<file path="src/rtl/multicycle_ctrl.sv">
// Multicycle control FSM for a small RV32I core: sequences the shared ALU, the unified
// memory port, the register file and PC/IR over several cycles per instruction.
module multicycle_ctrl #(
  parameter int MEM_WAIT_MAX = 15
) (
  input  logic       clk,
  input  logic       rst,
  input  logic [6:0] op_code,
  input  logic       zero,
  input  logic       mem_ready,
  output logic       mem_req,
  output logic       adr_src,
  output logic       ir_w,
  output logic       pc_update,
  output logic       pc_w,
  output logic       branch,
  output logic       reg_w,
  output logic       mem_w,
  output logic [1:0] result_src,
  output logic [1:0] alu_src_a,
  output logic [1:0] alu_src_b,
  output logic [1:0] alu_op,
  output logic [1:0] imm_src,
  output logic       illegal_op,
  output logic       mem_timeout,
  output logic [3:0] state_o
);

  typedef enum logic [3:0] {
    FETCH    = 4'd0,
    DECODE   = 4'd1,
    MEMADR   = 4'd2,
    MEMREAD  = 4'd3,
    MEMWB    = 4'd4,
    MEMWRITE = 4'd5,
    EXECR    = 4'd6,
    ALUWB    = 4'd7,
    EXECI    = 4'd8,
    JAL      = 4'd9,
    BEQ      = 4'd10
  } state_t;

  localparam logic [6:0] OP_LW  = 7'b0000011;
  localparam logic [6:0] OP_SW  = 7'b0100011;
  localparam logic [6:0] OP_R   = 7'b0110011;
  localparam logic [6:0] OP_I   = 7'b0010011;
  localparam logic [6:0] OP_JAL = 7'b1101111;
  localparam logic [6:0] OP_BEQ = 7'b1100011;

  typedef struct packed {
    logic       mem_req;
    logic       adr_src;
    logic       fetch;
    logic       jal;
    logic       branch;
    logic       reg_w;
    logic       mem_write;
    logic [1:0] result_src;
    logic [1:0] alu_src_a;
    logic [1:0] alu_src_b;
    logic [1:0] alu_op;
    logic [1:0] imm_src;
  } ctrl_t;

  state_t     state;
  state_t     next_state;
  ctrl_t      ctrl_q;
  ctrl_t      ctrl_d;
  logic [3:0] wait_cnt;
  logic [3:0] wait_inc;
  logic       legal_op;
  logic       waiting;
  logic       run;

  // Moore decode of a state; registered one cycle early by decoding next_state.
  function automatic ctrl_t decode(input state_t s, input logic [6:0] op);
    ctrl_t c;
    c = '0;
    case (s)
      FETCH:    begin c.mem_req = 1'b1; c.fetch = 1'b1; c.alu_src_b = 2'b10; c.result_src = 2'b10; end
      DECODE:   begin c.alu_src_a = 2'b01; c.alu_src_b = 2'b01; c.imm_src = 2'b10; end
      MEMADR:   begin c.alu_src_a = 2'b10; c.alu_src_b = 2'b01; c.imm_src = (op == OP_SW) ? 2'b01 : 2'b00; end
      MEMREAD:  begin c.mem_req = 1'b1; c.adr_src = 1'b1; end
      MEMWB:    begin c.result_src = 2'b01; c.reg_w = 1'b1; end
      MEMWRITE: begin c.mem_req = 1'b1; c.adr_src = 1'b1; c.mem_write = 1'b1; end
      EXECR:    begin c.alu_src_a = 2'b10; c.alu_op = 2'b10; end
      EXECI:    begin c.alu_src_a = 2'b10; c.alu_src_b = 2'b01; c.alu_op = 2'b10; end
      ALUWB:    c.reg_w = 1'b1;
      JAL:      begin c.alu_src_a = 2'b01; c.alu_src_b = 2'b10; c.jal = 1'b1; end
      BEQ:      begin c.alu_src_a = 2'b10; c.alu_op = 2'b01; c.branch = 1'b1; end
      default:  c = '0;
    endcase
    return c;
  endfunction

  always_comb begin
    legal_op = (op_code == OP_LW) || (op_code == OP_SW) || (op_code == OP_R) ||
               (op_code == OP_I) || (op_code == OP_JAL) || (op_code == OP_BEQ);
  end

  always_comb begin
    next_state = FETCH;
    case (state)
      FETCH:    next_state = mem_ready ? DECODE : FETCH;
      DECODE: begin
        case (op_code)
          OP_LW, OP_SW: next_state = MEMADR;
          OP_R:         next_state = EXECR;
          OP_I:         next_state = EXECI;
          OP_JAL:       next_state = JAL;
          OP_BEQ:       next_state = BEQ;
          default:      next_state = FETCH;
        endcase
      end
      MEMADR:   next_state = (op_code == OP_SW) ? MEMWRITE : MEMREAD;
      MEMREAD:  next_state = mem_ready ? MEMWB : MEMREAD;
      MEMWB:    next_state = FETCH;
      MEMWRITE: next_state = mem_ready ? FETCH : MEMWRITE;
      EXECR:    next_state = ALUWB;
      EXECI:    next_state = ALUWB;
      ALUWB:    next_state = FETCH;
      JAL:      next_state = ALUWB;
      BEQ:      next_state = FETCH;
      default:  next_state = FETCH;
    endcase
    ctrl_d = decode(next_state, op_code);
  end

  always_comb begin
    waiting  = mem_req & ~mem_ready;
    wait_inc = (wait_cnt == 4'hF) ? wait_cnt : wait_cnt + 4'd1;
  end

  // The counter only survives consecutive stalled cycles in one state; timeout never aborts.
  always_ff @(posedge clk) begin
    if (rst) begin
      state       <= FETCH;
      ctrl_q      <= decode(FETCH, op_code);
      wait_cnt    <= 4'd0;
      mem_timeout <= 1'b0;
    end else begin
      state  <= next_state;
      ctrl_q <= ctrl_d;
      if (waiting && (next_state == state)) begin
        wait_cnt <= wait_inc;
        if ((MEM_WAIT_MAX != 0) && (int'(wait_inc) >= MEM_WAIT_MAX))
          mem_timeout <= 1'b1;
      end else begin
        wait_cnt <= 4'd0;
      end
    end
  end

  // Strobes are held off while rst is high so an abandoned instruction writes nothing.
  assign run        = ~rst;
  assign mem_req    = ctrl_q.mem_req & run;
  assign adr_src    = ctrl_q.adr_src;
  assign ir_w       = ctrl_q.fetch & mem_ready & run;
  assign pc_update  = ((ctrl_q.fetch & mem_ready) | ctrl_q.jal) & run;
  assign branch     = ctrl_q.branch;
  assign pc_w       = (pc_update | (ctrl_q.branch & zero)) & run;
  assign reg_w      = ctrl_q.reg_w & run;
  assign mem_w      = ctrl_q.mem_write & mem_ready & run;
  assign result_src = ctrl_q.result_src;
  assign alu_src_a  = ctrl_q.alu_src_a;
  assign alu_src_b  = ctrl_q.alu_src_b;
  assign alu_op     = ctrl_q.alu_op;
  assign imm_src    = ctrl_q.imm_src;
  assign illegal_op = (state == DECODE) & ~legal_op & run;
  assign state_o    = state;

endmodule

</file>
<file path="config.mk">
export PLATFORM = sky130hd
export DESIGN_NAME = multicycle_ctrl
export DESIGN_NICKNAME = d
export VERILOG_FILES = /design/src/rtl/multicycle_ctrl.sv
export SDC_FILE = /design/constraint.sdc
export NUM_CORES = 1
export LEC_CHECK = 0
export ABC_AREA = 1
export CAP_MARGIN = 10
export CORE_ASPECT_RATIO = 0.9
export CORE_MARGIN = 1
export CORE_UTILIZATION = 40
export CTS_CLUSTER_SIZE = 40
export DETAILED_ROUTE_END_ITERATION = 7
export PLACE_DENSITY = 0.68
export SLEW_MARGIN = 30
export SYNTH_ARGS = -nofsm -noshare
export SYNTH_HDL_FRONTEND = slang
export SYNTH_SLANG_ARGS = --single-unit
</file>
<file path="constraint.sdc">
create_clock -name clk -period 2.51 [get_ports clk]
set_input_delay 0.502 -clock clk [delete_from_list [all_inputs] [get_ports clk]]
set_output_delay 0.502 -clock clk [all_outputs]
set_load 0.1 [all_outputs]
</file>
==> results of run 1 <==
## cell usage in the layout (no fill, tap or decap), types with 2 or more instances in the layout
| master | instances |
|---|---|
| a21oi_1 | 5 |
| buf_12 | 7 |
| buf_4 | 20 |
| clkbuf_4 | 3 |
| clkdlybuf4s50_1 | 10 |
| clkinv_1 | 2 |
| dfxtp_1 | 24 |
| inv_1 | 22 |
| inv_2 | 2 |
| nand2_1 | 37 |
| nand2_2 | 2 |
| nand3_1 | 16 |
| nand3_2 | 2 |
| nand3b_1 | 2 |
| nand4_1 | 3 |
| nor2_1 | 38 |
| nor2_2 | 4 |
| nor2_4 | 2 |
| nor4_1 | 3 |
| o21ai_0 | 4 |
## critical path, delay by kind of cell
family	cells	cell delay, ps
buffers and inverters	2	670
and+or+nand+nor	4	440
AOI/OAI and AO/OA	1	170
## stage by stage
stage | utilization, % | hold WS [ps] | instances | TNS, ps | setup slack, ps
2_1_floorplan | - | 553 | 192 | -703 | -176
3_3_place_gp | 54.4 | 459 | 257 | 0 | 268
3_5_place_dp | 54.4 | 449 | 257 | 0 | 240
4_1_cts | 55.3 | 468 | 261 | 0 | 232
5_1_grt | 55.3 | 509 | 261 | 0 | 101
6_report | 55.3 | 469 | 261 | 0 | 220
## layout make-up
cell class	count	area (µm²)	area share, %
multi-input combinational	127	627	37.0
sequential	25	502	29.6
inverter	26	97.6	5.76
timing repair buffer	37	390	23.0
tap	42	52.6	3.10
clock buffer	4	26.3	1.55
## metal layers
metal  track usage [%]  vias to the layer above
met3              2.79                        4
met1              24.6                      579
li1                  -                      648
met4              5.08                        0
met5                 0                        -
met2              28.6                       33
## flip-flops by register name, summed over array words and instances (netlist names)
name	flops
state_o	4
ctrl_q	5
wait_cnt	4
alu_src_b	2
result_src	1
alu_src_a	2
branch	1
mem_timeout	1
imm_src	2
adr_src	1
alu_op	2
## cell families (layout without fill, tap and decap cells)
family / count (synthesis) / in the layout / share of synthesized area (%)
AO/OA/AOI/OAI: 14 / 14 / 6.09
XOR/XNOR: 1 / 1 / 0.676
adder cells (fa/ha/maj): 1 / 1 / 0.966
buffers and inverters: 40 / 67 / 15.0
flip-flops: 25 / 25 / 38.6
AND/OR/NAND/NOR: 111 / 111 / 38.6
## where the power goes
part | internal [mW] | switching (mW)
Sequential | 0.406 | 0.00660
Clock | 0.0620 | 0.110
Combinational | 0.0611 | 0.137
Total | 0.529 | 0.254
## worst max path at each step
stage          startpoint    endpoint  slack [ps]  cells past startpoint
3_5_place_dp          rst        pc_w         240                      6
2_1_floorplan         rst        ir_w        -180                      3
4_1_cts               rst        pc_w         230                      6
6_report       op_code[2]  illegal_op         220                      7
3_3_place_gp   op_code[2]  illegal_op         270                      7
5_1_grt        op_code[2]  illegal_op         100                      7
==> flow_metrics.tcl, run 1 <==
set metrics [dict create \
    cts_buffers 3 \
    hold_class "reg -> reg" \
    num-nets-final 232 \
    ant_nets 0 \
    post_cts_buffers 0 \
    drc 0 \
    rsz0062_at_grt "no" \
    ctsResizeCount 0 \
    gp_congestion 0.833 \
    cp_max_fo 3 \
    setup_viol 0 \
    total_power_mw 0.783 \
    cp-start-kind "input pin" \
    io_pins 35 \
    die_h_um 56.0 \
    tritoncts "done" \
    wirelength_um 2850 \
    synth_top_area_cell "dfxtp_1" \
    post_drt_via_cell_ratio 4.84 \
    clock_path_buffers 2 \
    final_area_um2 1700 \
    status "finished, final reports clean" \
    design.die.area_um2 3470 \
    timing.reg2reg.setup_slack_ps 900 \
    met1_length_um 1330 \
    die_w_um 62.0 \
    reg2reg_from "state_o[3]$_SDFF_PP0_" \
    maxCapViolations 0 \
    syn-cell-area_um2 1290 \
    netlist.area_leader.share_pct 38.6 \
    hold_end "mem_timeout$_SDFFE_PP0P_" \
    netlist_top_cells_count "nor2_1, nand2_1, dfxtp_1, inv_1, nand3_1" \
    clock_skew_ps 8.91 \
    drive_gt1_share_pct 21.0 \
    worstPathCellList "clkdlybuf4s50_1 > nand2_1 > nor2_1 > o21ai_1 > nand3_1 > nor2_4 > buf_12" \
    track_usage_pct 17.9 \
    ys_seq_elements 25 \
    yosys.cell_types.count 26 \
    num_vias 1264 \
    cts_hold_buf 0 \
    worstSetupEndpointType "output port" \
    grt_max_degree 18 \
    yosysWarnings 0 \
    synthArstFlopShare_pct 0 \
    detail_route.wl_per_cell_um 10.9 \
    grt_overflow_total 0 \
    initial_utilization_pct 42.2 \
    root_buffer "clkbuf_4" \
    rr_endpoint "wait_cnt[2]$_SDFF_PP0_" \
    postPlaceCellArea_um2 1670 \
    clock-sinks 25 \
    finalHoldViolCount 0 \
    finalMaxSlewViolations 0 \
    hold_start "mem_timeout$_SDFFE_PP0P_" \
    synthTopCellsByArea "dfxtp_1, nor2_1, nand2_1" \
    critPathArrivalTime_ps 1790 \
    syn_inst 192 \
    synthFlopType "dfxtp_1" \
    clkTransAtPathRegs_ps 120 \
    port_buffers 34 \
    hpwl_um 2290 \
    htreeDepth 1 \
    fin_crit_ps 2290 \
    top_layer_used "met4" \
    power_density_nw_per_um2 462 \
    grt_pass1_vias 1060 \
    drtPass1Iterations 4 \
    slowest_stage "clkdlybuf4s50_1" \
    p_leak_nw 0.803 \
    dr.first_iter.drc_count 45 \
    grt_pass1_wl_um 4700 \
    dr_wl_met2_um 1390 \
    clk_latency_ps 310 \
    worstRegToRegCells 10 \
    antenna_cells 0 \
    synth.avg_cell_area_um2 6.74 \
    required_ps 2010 \
    synth-edff-count 0 \
    slew-limit-headroom_pct 76.8 \
    peakVddDrop_v 0.000165 \
    dr_wl_met3_um 106 \
    num_rows 19 \
    holdPathStages 2 \
    synth_seq_area_share_pct 38.6 \
    worst_pin_slew_ps 345 \
    nFillCells 293 \
    worstSetupPathType "in -> out" \
    syn-num-nets 204 \
    core_area_um2 3070 \
    area_growth_pct 30.9 \
    synth_most_common_cell "nor2_1" \
    critPathMaxStageDelay_ps 490 \
    antenna_found_initial 0 \
    finalCritPeriodShare_pct 91.2 \
    fmax_mhz 437 \
]
No activity file was read; power rests on OpenSTA's default activity.
==> run 2, diff against run 1 <==
Settings changed: PLACE_DENSITY 0.68 to 0.77.
==> run 2 against run 1 <==
  * Routed wire length shrank 9.1%
  * Total power up 0.89%
  * Global-route usage is 1.9 points lower
  * First-iteration DRC count down 18%
==> flow_metrics.tcl, run 2 (synthesized netlist as in run 1, its figures left out) <==
set metrics [dict create \
    wirelength_um 2590 \
    port_buffers 34 \
    layout_common_cells "nor2_1, nand2_1, dfxtp_1" \
    worstSetupEndpointType "output port" \
    crit_start "rst" \
    power_density_nw_per_um2 462 \
    cp_max_fo 2 \
    finalMaxSlewViolations 0 \
    io_pins 35 \
    die_w_um 62.0 \
    setup_viol 0 \
    num-nets-final 232 \
    detail_route.wl_per_cell_um 9.93 \
    fmax_mhz 436 \
    post_cts_buffers 0 \
    p_leak_nw 0.806 \
    hold_class "reg -> reg" \
    critPathArrivalTime_ps 1790 \
    holdPathStages 2 \
    grt_pass1_wl_um 4200 \
    power_switching_mw 0.260 \
    nFillCells 288 \
    worstRegToRegCells 9 \
    clk_latency_ps 320 \
    grt_max_degree 18 \
    die_h_um 56.0 \
    required_ps 2010 \
    root_buffer "clkbuf_4" \
    tritoncts "done" \
    intPower_mw 0.530 \
    clock-sinks 25 \
    reg2reg_from "state_o[3]$_SDFF_PP0_" \
    rsz0062_at_grt "no" \
    final_area_um2 1710 \
    drc 0 \
    clock_path_buffers 2 \
    final_common_cell "nor2_1" \
    ant_nets 0 \
    slowest_stage "clkdlybuf4s50_1" \
    ctsResizeCount 0 \
    largest_reg_flops 5 \
    pwr-share-comb_pct 25.2 \
    worstPathCellList "clkdlybuf4s50_1 > clkinv_1 > nand2_1 > o21ai_4 > a21oi_1 > nor2_4 > buf_12" \
    cts_hold_buf 0 \
    seqPwrFrac_pct 52.2 \
    track_usage_pct 16.0 \
    status "finished, final reports clean" \
    clock_skew_ps 9.24 \
    core_area_um2 3070 \
    htreeDepth 1 \
    cts_buffers 3 \
    initial_utilization_pct 42.2 \
    finalHoldViolCount 0 \
    worst_pin_slew_ps 314 \
    maxCapViolations 0 \
    design.die.area_um2 3470 \
    dr.first_iter.drc_count 37 \
    regMostFlops "ctrl_q" \
    clkPwrFrac_pct 22.6 \
    postPlaceCellArea_um2 1680 \
    swShare_pct 32.9 \
    total_power_mw 0.790 \
    register_area_um2 502 \
    drtPass1Iterations 4 \
    hpwl_um 2080 \
    cp-start-kind "input pin" \
    grt_overflow_total 0 \
    area_growth_pct 32.2 \
    antenna_cells 0 \
    hold_start "mem_timeout$_SDFFE_PP0P_" \
    grt_pass1_vias 1004 \
    multi_input_area_um2 627 \
    worstSetupPathType "in -> out" \
    critPathMaxStageDelay_ps 540 \
    peakVddDrop_v 0.000185 \
    clkTransAtPathRegs_ps 140 \
    post_drt_via_cell_ratio 4.70 \
    antenna_found_initial 0 \
    num_vias 1228 \
    gp_congestion 0.822 \
    fin_crit_ps 2290 \
    slew-limit-headroom_pct 78.9 \
    finalCritPeriodShare_pct 91.4 \
    drive_gt1_share_pct 21.5 \
    num_rows 19 \
]
## run 2: cell types whose count changed in the layout (fill, tap and decap cells not counted), sizes merged
cell	delta
clkbuf	-1
clkinvlp	+1
## run 2: final timing paths
path | end | slack (ps)
min reg2reg | mem_timeout$_SDFFE_PP0P_ | 470
max | pc_w | 220
min | mem_timeout$_SDFFE_PP0P_ | 470
max reg2reg | wait_cnt[3]$_SDFF_PP0_ | 930
## run 2: worst max-delay path, delay by kind of cell
family	cells	cell delay (ps)
compound gates	2	300
simple gates	2	180
buf+inv	3	820
## run 2: power by group through the flow
stage / Sequential (mW) / Clock, mW / Combinational [mW]
after floorplan: 0.429 / 0 / 0.136
after global placement: 0.421 / 0 / 0.198
after detailed placement: 0.421 / 0 / 0.200
after CTS: 0.412 / 0.182 / 0.200
after global routing: 0.414 / 0.198 / 0.211
final: 0.412 / 0.179 / 0.199
## run 2: layer usage
metal | GRT usage (%) | vias to the layer above | share of wire, %
met1 | 22.9 | 532 | 48
met3 | 3.02 | 5 | 5.2
met4 | 4.76 | 0 | 1.4
met5 | 0 | - | 0
li1 | - | 647 | -
met2 | 24.0 | 44 | 45
## run 2: area by class of cell
type,instances,share of cell area (%)
Multi-Input combinational cell,127,36.6
Sequential cell,25,29.3
Timing Repair Buffer,37,23.5
Inverter,26,5.70
Tap cell,42,3.07
Clock buffer,3,1.32
Clock inverter,1,0.439
## run 2: through the flow
step / util, % / worst slack, ps / std cells / hold slack, ps / TNS (ps)
final: 55.8 / 216 / 261 / 471 / 0
after global routing: 55.8 / 152 / 261 / 509 / 0
after CTS: 55.8 / 196 / 261 / 475 / 0
after detailed placement: 54.8 / 207 / 257 / 454 / 0
after global placement: 54.8 / 273 / 257 / 459 / 0
after floorplan: - / -176 / 192 / 553 / -703
==> run 3, diff against run 2 <==
Settings changed: CORE_ASPECT_RATIO 0.9 to not set.
==> run 3 against run 2 <==
  * Cell count is 1.1% higher
  * Worst hold slack worse by 7.1 ps
  * First-iteration DRC count is 65% lower
  * Largest power group unchanged
  * Highest routed layer unchanged
==> flow_metrics.tcl, run 3 (synthesized netlist as in run 1, its figures left out) <==
set metrics [dict create \
    p_leak_nw 0.808 \
    finalMaxSlewViolations 0 \
    cts_hold_buf 0 \
    slowest_stage "clkdlybuf4s50_1" \
    slew-limit-headroom_pct 81.4 \
    antenna_found_initial 0 \
    finalCritPeriodShare_pct 88.7 \
    post_drt_via_cell_ratio 4.60 \
    num_rows 20 \
    htreeDepth 1 \
    num_vias 1214 \
    drive_gt1_share_pct 21.4 \
    clock_skew_ps 8.71 \
    finalHoldViolCount 0 \
    status "finished, final reports clean" \
    regMostFlops "ctrl_q" \
    initial_utilization_pct 42.4 \
    layout_common_cells "nor2_1, nand2_1, dfxtp_1" \
    maxCapViolations 0 \
    die_w_um 58.9 \
    fin_crit_ps 2230 \
    cp-start-kind "input pin" \
    design.die.area_um2 3470 \
    total_power_mw 0.787 \
    cts_buffers 3 \
    hold_class "reg -> reg" \
    rsz0062_at_grt "no" \
    root_buffer "clkbuf_4" \
    antenna_cells 0 \
    required_ps 2010 \
    drc 0 \
    power_density_nw_per_um2 462 \
    port_buffers 34 \
    hpwl_um 2040 \
    die_h_um 58.9 \
    postPlaceCellArea_um2 1680 \
    setup_viol 0 \
    fmax_mhz 449 \
    core_area_um2 3050 \
    ctsResizeCount 0 \
    track_usage_pct 16.8 \
    io_pins 35 \
    worst_path_dominant_cell_family "buffers and inverters" \
    wirelength_um 2560 \
    worstSetupEndpointType "output port" \
    area_growth_pct 31.7 \
    critPathArrivalTime_ps 1720 \
    cp_num_buf_inv 2 \
    num-nets-final 233 \
    final_common_cell "nor2_1" \
    clk_latency_ps 320 \
    cp_max_fo 3 \
    grt_max_degree 14 \
    drtPass1Iterations 4 \
    holdWs_ps 464 \
    grt_pass1_vias 1058 \
    worstPathCellList "clkdlybuf4s50_1 > nand2_1 > nor2_1 > o21ai_1 > nand3_1 > nor2_4 > buf_12" \
    tritoncts "done" \
    finalWorstSetupSlack_ps 285 \
    detail_route.wl_per_cell_um 9.70 \
    clock_path_buffers 2 \
    critPathMaxStageDelay_ps 470 \
    clkTransAtPathRegs_ps 120 \
    dr.first_iter.drc_count 13 \
    timing.reg2reg.setup_slack_ps 920 \
    nFillCells 310 \
    final_area_um2 1710 \
    grt_pass1_wl_um 4390 \
    worstSetupPathType "in -> out" \
    peakVddDrop_v 0.000158 \
    place_ws_ps 281 \
    clock-sinks 25 \
    gp_congestion 0.854 \
    largest_reg_flops 5 \
    post_cts_buffers 0 \
    multi_input_area_um2 627 \
    grt_overflow_total 0 \
    register_area_um2 502 \
    worst_pin_slew_ps 282 \
    ant_nets 0 \
]
==> run 3: cell count changes in the layout (fill, tap and decap cells not counted), sizes merged <==
cell	before	now
buf	27	28
clkbuf	3	4
clkinvlp	1	0
==> run 3: cell type report <==
| class | count | share of cell area [%] |
|---|---|---|
| tap | 44 | 3.23 |
| sequential | 25 | 29.4 |
| inverter | 26 | 5.72 |
| clock buffer | 4 | 1.54 |
| timing repair buffer | 38 | 23.3 |
| multi-input combinational | 127 | 36.8 |
==> run 3: routing by layer <==
metal / global-route usage, % / share of wire (%) / up-vias / wire [µm]
met4: 9.52 / 2.1 / 0 / 55
met3: 2.86 / 5.4 / 5 / 138
met2: 26.8 / 46 / 37 / 1170
li1: - / - / 654 / -
met1: 21.4 / 47 / 518 / 1200
met5: 0 / 0 / - / 0
==> run 3: metrics by stage <==
stage / TNS (ps) / utilization (%) / instances
6_report: 0 / 55.9 / 264
5_1_grt: 0 / 55.9 / 264
4_1_cts: 0 / 55.9 / 264
3_5_place_dp: 0 / 55.0 / 260
3_3_place_gp: 0 / 55.0 / 260
2_1_floorplan: -703 / - / 192
==> run 3: worst paths after layout <==
check,startpoint,cells past startpoint,endpoint
max,op_code[2],7,illegal_op
min,mem_timeout$_SDFFE_PP0P_,2,mem_timeout$_SDFFE_PP0P_
max reg2reg,state_o[3]$_SDFF_PP0_,10,wait_cnt[0]$_SDFF_PP0_
min reg2reg,mem_timeout$_SDFFE_PP0P_,2,mem_timeout$_SDFFE_PP0P_
==> run 3: power breakdown <==
group | total [mW] | switching, mW | internal, mW
Combinational | 0.198 | 0.136 | 0.0621
Sequential | 0.412 | 0.00597 | 0.406
Clock | 0.177 | 0.115 | 0.0621
Total | 0.787 | 0.257 | 0.531
==> run 3: worst reg2reg max path, cell delays in order (launching register included) <==
cell and delay [ps]:
dfxtp_1 480, inv_1 100, nand2_2 100, nor2_2 60, nand3_2 110, nand2_1 100
o21bai_1 150, nand2_1 70, nor2_1 140, nand2_1 120, nor2_1 100
